File: src/rtl/retire_trace_buffer.sv
`default_nettype none
// ============================================================================
// Module  : retire_trace_buffer
// Brief   : FIFO of core retire records drained as 4/6-word trace packets.
// Revision: 1.0 - initial release
// ============================================================================
module retire_trace_buffer #(
  parameter int DEPTH = 16,
  parameter int XLEN  = 32
) (
  input  logic                     clk,
  input  logic                     rst,
  input  logic                     update_i,
  input  logic [XLEN-1:0]          pc_i,
  input  logic [XLEN-1:0]          instr_i,
  input  logic [4:0]               reg_addr_i,
  input  logic [XLEN-1:0]          reg_data_i,
  input  logic [XLEN-1:0]          mem_addr_i,
  input  logic [XLEN-1:0]          mem_data_i,
  input  logic                     mem_wrt_i,
  output logic                     out_valid_o,
  input  logic                     out_ready_i,
  output logic [XLEN-1:0]          out_data_o,
  output logic                     out_last_o,
  output logic [$clog2(DEPTH):0]   count_o,
  output logic [15:0]              drop_cnt_o,
  input  logic                     clr_drop_i
);

  localparam int AW    = $clog2(DEPTH);
  localparam int CW    = AW + 1;
  localparam int REC_W = 14 + 5 * XLEN;

  typedef enum logic [2:0] {
    S_IDLE  = 3'd0,
    S_HDR   = 3'd1,
    S_PC    = 3'd2,
    S_INSTR = 3'd3,
    S_RDATA = 3'd4,
    S_MADDR = 3'd5,
    S_MDATA = 3'd6
  } state_t;

  logic [REC_W-1:0] r_mem [DEPTH];
  logic [AW-1:0]    r_head;
  logic [AW-1:0]    r_tail;
  logic [CW-1:0]    r_count;
  logic [7:0]       r_seq;
  logic [15:0]      r_drop;
  logic             r_valid;
  state_t           r_state;
  state_t           w_state_nxt;

  logic [REC_W-1:0] w_head_rec;
  logic [7:0]       w_h_seq;
  logic             w_h_mw;
  logic [4:0]       w_h_rd;
  logic [XLEN-1:0]  w_h_pc;
  logic [XLEN-1:0]  w_h_instr;
  logic [XLEN-1:0]  w_h_rdata;
  logic [XLEN-1:0]  w_h_maddr;
  logic [XLEN-1:0]  w_h_mdata;
  logic [XLEN-1:0]  w_hdr;
  logic             w_fire;
  logic             w_release;
  logic             w_capture;
  logic             w_drop;
  state_t           w_after_rel;

  assign w_head_rec = r_mem[r_head];
  assign w_h_seq    = w_head_rec[5*XLEN+13 : 5*XLEN+6];
  assign w_h_mw     = w_head_rec[5*XLEN+5];
  assign w_h_rd     = w_head_rec[5*XLEN+4 : 5*XLEN];
  assign w_h_pc     = w_head_rec[5*XLEN-1 : 4*XLEN];
  assign w_h_instr  = w_head_rec[4*XLEN-1 : 3*XLEN];
  assign w_h_rdata  = w_head_rec[3*XLEN-1 : 2*XLEN];
  assign w_h_maddr  = w_head_rec[2*XLEN-1 : XLEN];
  assign w_h_mdata  = w_head_rec[XLEN-1 : 0];

  assign w_hdr = XLEN'({w_h_seq, w_h_mw, w_h_rd, 15'b0, (w_h_mw ? 3'd6 : 3'd4)});

  assign w_fire    = r_valid & out_ready_i;
  assign w_release = w_fire & (((r_state == S_RDATA) & ~w_h_mw) | (r_state == S_MDATA));
  // A full FIFO can still accept when the head leaves on the same edge.
  assign w_capture = update_i & ((r_count < CW'(DEPTH)) | w_release);
  assign w_drop    = update_i & ~w_capture;

  assign w_after_rel = ((r_count > CW'(1)) | w_capture) ? S_HDR : S_IDLE;

  always_comb begin
    w_state_nxt = r_state;
    case (r_state)
      S_IDLE:  if (r_count != '0) w_state_nxt = S_HDR;
      S_HDR:   if (w_fire) w_state_nxt = S_PC;
      S_PC:    if (w_fire) w_state_nxt = S_INSTR;
      S_INSTR: if (w_fire) w_state_nxt = S_RDATA;
      S_RDATA: if (w_fire) w_state_nxt = w_h_mw ? S_MADDR : w_after_rel;
      S_MADDR: if (w_fire) w_state_nxt = S_MDATA;
      S_MDATA: if (w_fire) w_state_nxt = w_after_rel;
      default: w_state_nxt = S_IDLE;
    endcase
  end

  always_comb begin
    out_data_o = '0;
    out_last_o = 1'b0;
    case (r_state)
      S_HDR:   out_data_o = w_hdr;
      S_PC:    out_data_o = w_h_pc;
      S_INSTR: out_data_o = w_h_instr;
      S_RDATA: begin
        out_data_o = w_h_rdata;
        out_last_o = ~w_h_mw;
      end
      S_MADDR: out_data_o = w_h_maddr;
      S_MDATA: begin
        out_data_o = w_h_mdata;
        out_last_o = 1'b1;
      end
      default: begin
        out_data_o = '0;
        out_last_o = 1'b0;
      end
    endcase
  end

  always_ff @(posedge clk) begin
    if (!rst && w_capture) begin
      r_mem[r_tail] <= {r_seq, mem_wrt_i, reg_addr_i, pc_i, instr_i,
                        reg_data_i, mem_addr_i, mem_data_i};
    end
  end

  always_ff @(posedge clk) begin
    if (rst) begin
      r_state <= S_IDLE;
      r_valid <= 1'b0;
      r_head  <= '0;
      r_tail  <= '0;
      r_count <= '0;
      r_seq   <= '0;
      r_drop  <= '0;
    end else begin
      r_state <= w_state_nxt;
      r_valid <= (w_state_nxt != S_IDLE);
      if (w_capture) begin
        r_tail <= r_tail + AW'(1);
        r_seq  <= r_seq + 8'd1;
      end
      if (w_release) r_head <= r_head + AW'(1);
      case ({w_capture, w_release})
        2'b10:   r_count <= r_count + CW'(1);
        2'b01:   r_count <= r_count - CW'(1);
        default: r_count <= r_count;
      endcase
      if (clr_drop_i)
        r_drop <= w_drop ? 16'd1 : 16'd0;
      else if (w_drop && (r_drop != 16'hFFFF))
        r_drop <= r_drop + 16'd1;
    end
  end

  assign out_valid_o = r_valid;
  assign count_o     = r_count;
  assign drop_cnt_o  = r_drop;

endmodule
`default_nettype wire

File: config.mk
export PLATFORM = sky130hd
export DESIGN_NAME = retire_trace_buffer
export DESIGN_NICKNAME = d
export VERILOG_FILES = /design/src/rtl/retire_trace_buffer.sv
export SDC_FILE = /design/constraint.sdc
export NUM_CORES = 2
export LEC_CHECK = 0
export BUFFER_PORTS_ARGS = -buffer_cell sky130_fd_sc_hd__buf_2
export CAP_MARGIN = 20
export CELL_PAD_IN_SITES_DETAIL_PLACEMENT = 0
export CELL_PAD_IN_SITES_GLOBAL_PLACEMENT = 1
export CORE_ASPECT_RATIO = 0.8
export CORE_UTILIZATION = 50
export CTS_CLUSTER_DIAMETER = 80
export DETAILED_ROUTE_END_ITERATION = 12
export PLACE_DENSITY_LB_ADDON = 0.1
export SLEW_MARGIN = 20
export SYNTH_ARGS = -nofsm -noshare
export SYNTH_HDL_FRONTEND = slang
export SYNTH_SLANG_ARGS = --single-unit
File: constraint.sdc
create_clock -name clk -period 15.2 [get_ports clk]
set_input_delay 0.76 -clock clk [delete_from_list [all_inputs] [get_ports clk]]
set_output_delay 0.76 -clock clk [all_outputs]
set_load 0.01 [all_outputs]
==> implementation parameters <==
Parameter                              Value

Run status
  Status ... finished, final reports clean

Floorplanning
  Cell row count ... between 150 and 200
  Core region area ... 212700 sq um
  Floorplan die width ... 520.7 microns
  I/O pin cnt ... 226
  Initial Utilization ... between 50% and 60%
  Die area ... ~220000 sq um
  DIE HEIGHT ... 416.9 microns

Pwr
  Switch share ... 19.80%
  Clock network fraction of total power ... 42.6%
  Power per unit of standard cell area ... 128.5 nW/um^2
  Net Sw Power ... just over 0.003 W
  Leakage ... 36.45 nW
  Final Total Pwr ... about 0.016 W
  VDD IR max ... 0.1018 mV
  Share of total power in sequential cells ... 55.5%
  Combinational group share of total power ... 2.0%
  Power Internal ... about 0.012 W

CTS
  Number of H-tree levels ... 5
  TritonCTS clock tree ... done
  Clk buf depth ... 4
  Number of sinks on the clock net ... ~2800
  Resized cells post-CTS ... 0
  Latest clock arrival within the worst-skew pair ... 0.84 ns
  Post-CTS Setup Inserts ... 0
  Clock buffers created by TritonCTS ... 283
  Root Driver ... sky130_fd_sc_hd__clkbuf_16
  Clock transition at the registers of the reported paths ... 0.06 ns
  Hold bufs inserted after CTS ... 0

Logic synthesis
  Nets in the synthesized netlist ... 4653
  Cell Area, Synth ... 107600 sq um
  Top post-synthesis cells by area ... sky130_fd_sc_hd__edfxtp_1, sky130_fd_sc_hd__mux4_2, sky130_fd_sc_hd__mux2i_1, sky130_fd_sc_hd__dfxtp_1, sky130_fd_sc_hd__buf_2
  Number of flops mapped to enable cells by yosys ... 2784
  Area leader, netlist ... sky130_fd_sc_hd__edfxtp_1
  Number of unique standard cell types used by synthesis ... 60
  Main flop type after synthesis ... sky130_fd_sc_hd__edfxtp_1
  Area fraction of the dominant cell type after synthesis ... between 70 and 80%
  Gate count of the mapped netlist ... 4471
  Average instance area after synthesis ... 24.07 sq um
  Most instantiated library cell after synthesis ... sky130_fd_sc_hd__edfxtp_1
  Fraction of registers with async set or reset after synthesis ... 0%
  Number of storage elements in the synthesis netlist ... roughly 2800
  Commonest cells in the netlist ... sky130_fd_sc_hd__edfxtp_1, sky130_fd_sc_hd__mux4_2, sky130_fd_sc_hd__mux2i_1, sky130_fd_sc_hd__clkbuf_1, sky130_fd_sc_hd__buf_2
  Synthesis warning total ... 0
  Sequential-to-total area share from yosys stat ... between 70% and 80%

Critical path
  CP delay by family, top ... buffers and inverters
  Cell at the slowest stage of the critical path ... sky130_fd_sc_hd__buf_4
  Worst setup SP type ... register
  Arrival time worst endpoint ... between 8 and 9 ns
  Crit path largest cell delay ... 0.83 ns
  Worst-path cell chain ... buf_4 -> buf_12 -> mux2_1 -> mux4_2 -> a32o_1 -> o22ai_1 -> buf_4 -> nand2_1 -> nor2_4 -> buf_4 -> buf_4 -> buf_4
  Buffers and inverters on the worst path ... 6
  Data required time of the critical path ... 15.66 ns
  CP max FO ... 112
  Type of destination of the critical path ... register
  Classification of the worst setup path ... register to register
  Cell repeated most along the worst path ... sky130_fd_sc_hd__buf_4

Drt
  Number of DRC markers in iteration 0 ... 5673
  Met3 wirelength from detailed routing ... around 20000 microns
  Top layer in use ... met5
  Routed Wire Length ... 269300 microns
  Number of nets with antenna violations after detailed routing ... 0
  Number of vias per cell ... about 6.3
  First-pass iteration count of the detailed router ... 5
  Routed length on met2 ... 125000 microns
  Wire length on met1 ... between 100000 and 150000 microns
  Drt wl/cell ... ~34 microns
  Overall via count from detail_route ... 49610
  Remaining design rule violation count ... 0

Timing
  Share of the clock period used by the worst path after layout ... a little over 50%
  Unrepaired setup endpoints after global routing ... false
  Transition time at the pin with the least slew margin ... 1.169 ns
  Hold slack final ... around 0.28 ns
  Final min period ... 7.656 ns
  Achievable Freq ... 130.6 MHz
  Final TNS setup ... 0 ns
  Slew Limit Headroom ... 22.07%
  Setup Skew ... approximately 0.023 ns
  Final number of setup-violating endpoints ... 0
  Total count of hold-check failures in the final report ... 0
  Final Slew Violations ... 0

Final layout
  Net count reported at finish ... around 5000
  Post-layout util ... 56.94%
  Final cell area excluding filler cells ... roughly 120000 sq um
  Fill cell count ... 15630
  Area growth from synthesis to final layout ... 12.58%
  Ratio of cells with drive above 1 in the final layout ... 30.61%
  Flip-flop and latch area ... 84520 sq um
  Area taken by multi-input logic gates ... 22230 sq um

Global route
  Remaining Overflow, GRT ... 0
  Maximum number of pins on one net before global-route repair ... 125
  Wire length of the first global-routing pass ... 382900 microns
  Gr usage total ... 25.10%
  Initial antenna violation count ... 77
  Via count of the first global-routing pass ... roughly 50000

Placement
  Placed inst area ... 112500 sq um
  Port bufs ... ~230
  GPL Wtd Cong ... 0.7438
  Detail Placement HPWL ... 141500 microns

Min path
  Class of the tightest hold or removal check ... input port to register
  Hold path startpoint ... clr_drop_i

Job
  Maximum capacitance violations ... 0
==> worst reg2reg max path, delay by kind of cell (launching register included) <==
kind	cells	cell delay, ns
AOI/OAI and AO/OA	2	0.60
buffers and inverters	6	4.06
DFF	1	0.73
muxes	2	0.91
and+or+nand+nor	2	0.96
==> power by group through the flow <==
stage / Sequential [W] / Combinational, W / Clock, W
6_report: 0.00864 / 0.000304 / 0.00663
5_1_grt: 0.00864 / 0.000328 / 0.00704
4_1_cts: 0.00864 / 0.000309 / 0.00677
3_5_place_dp: 0.00880 / 0.000309 / 0
3_3_place_gp: 0.00880 / 0.000301 / 0
2_1_floorplan: 0.00882 / 0.000101 / 0
==> cell type report <==
type	instances	area share (%)
Multi-Input combinational cell	1398	18.35
Tap cell	2830	2.923
Antenna cell	12	0.02479
Sequential cell	2829	69.77
Timing Repair Buffer	337	1.799
Clock inverter	125	0.8490
Inverter	12	0.03718
Clock buffer	363	6.252
==> cell families after synthesis <==
kind of cell,Yosys count,share of synthesized area (%)
mux,928,17.85
compound gates,218,1.385
buf+inv,244,0.9826
simple gates,227,1.012
xor+xnor,14,0.1139
fa+ha+maj,11,0.1279
flops,2829,78.53
==> metrics by stage <==
| stage | setup WS (ns) | instances |
|---|---|---|
| floorplan | 5.173 | 4471 |
| global placement | 7.367 | 7405 |
| detailed placement | 7.367 | 7406 |
| CTS | 7.322 | 7894 |
| global route | 7.020 | 7897 |
| finish | 7.544 | 7906 |
==> placed cells by master, fill, tap and decap left out, drive strengths merged, types with 3 or more instances in the layout <==
master,count
xnor2,4
nand4,6
a21oi,35
nor2b,23
a22o,7
a221oi,7
nand2b,4
nor4,14
a31oi,3
inv,19
o2111ai,4
or4,4
mux2,20
o211ai,3
o21ai,30
mux4,790
dfxtp,45
xor2,10
ha,11
clkbuf,363
nand2,72
nand3,16
and2,6
a211oi,12
or2,3
o22ai,50
clkinv,94
a22oi,35
buf,337
or3,12
a32oi,10
edfxtp,2784
mux2i,118
o31ai,4
a221o,7
bufinv,16
nor3,4
diode,12
nor2,57
clkinvlp,8
==> sequential cells by signal, indices dropped and copies added, names as in the netlist, named ones only <==
| register | flops |
|---|---|
| count_o | 5 |
| r_seq | 8 |
| out_valid_o | 1 |
| r_mem | 2784 |
| r_state | 3 |
| r_tail | 4 |
| drop_cnt_o | 16 |
| r_head | 4 |
==> metal layers <==
layer	up-vias	track usage, %
met4	38	4.994
met2	1802	37.94
met1	27210	38.45
met5	-	0
li1	20160	-
met3	405	4.965
==> final timing paths <==
check | slack (ns) | cells after the start | endpoint
setup / recovery | 7.54 | 12 | r_mem[5][18]$_DFFE_PP_
hold / removal | 0.28 | 4 | drop_cnt_o[0]$_SDFFE_PP0P_
setup reg to reg | 7.54 | 12 | r_mem[5][18]$_DFFE_PP_
hold reg to reg | 0.50 | 2 | drop_cnt_o[1]$_SDFFE_PP0P_
(Power assumes the default switching activity.)
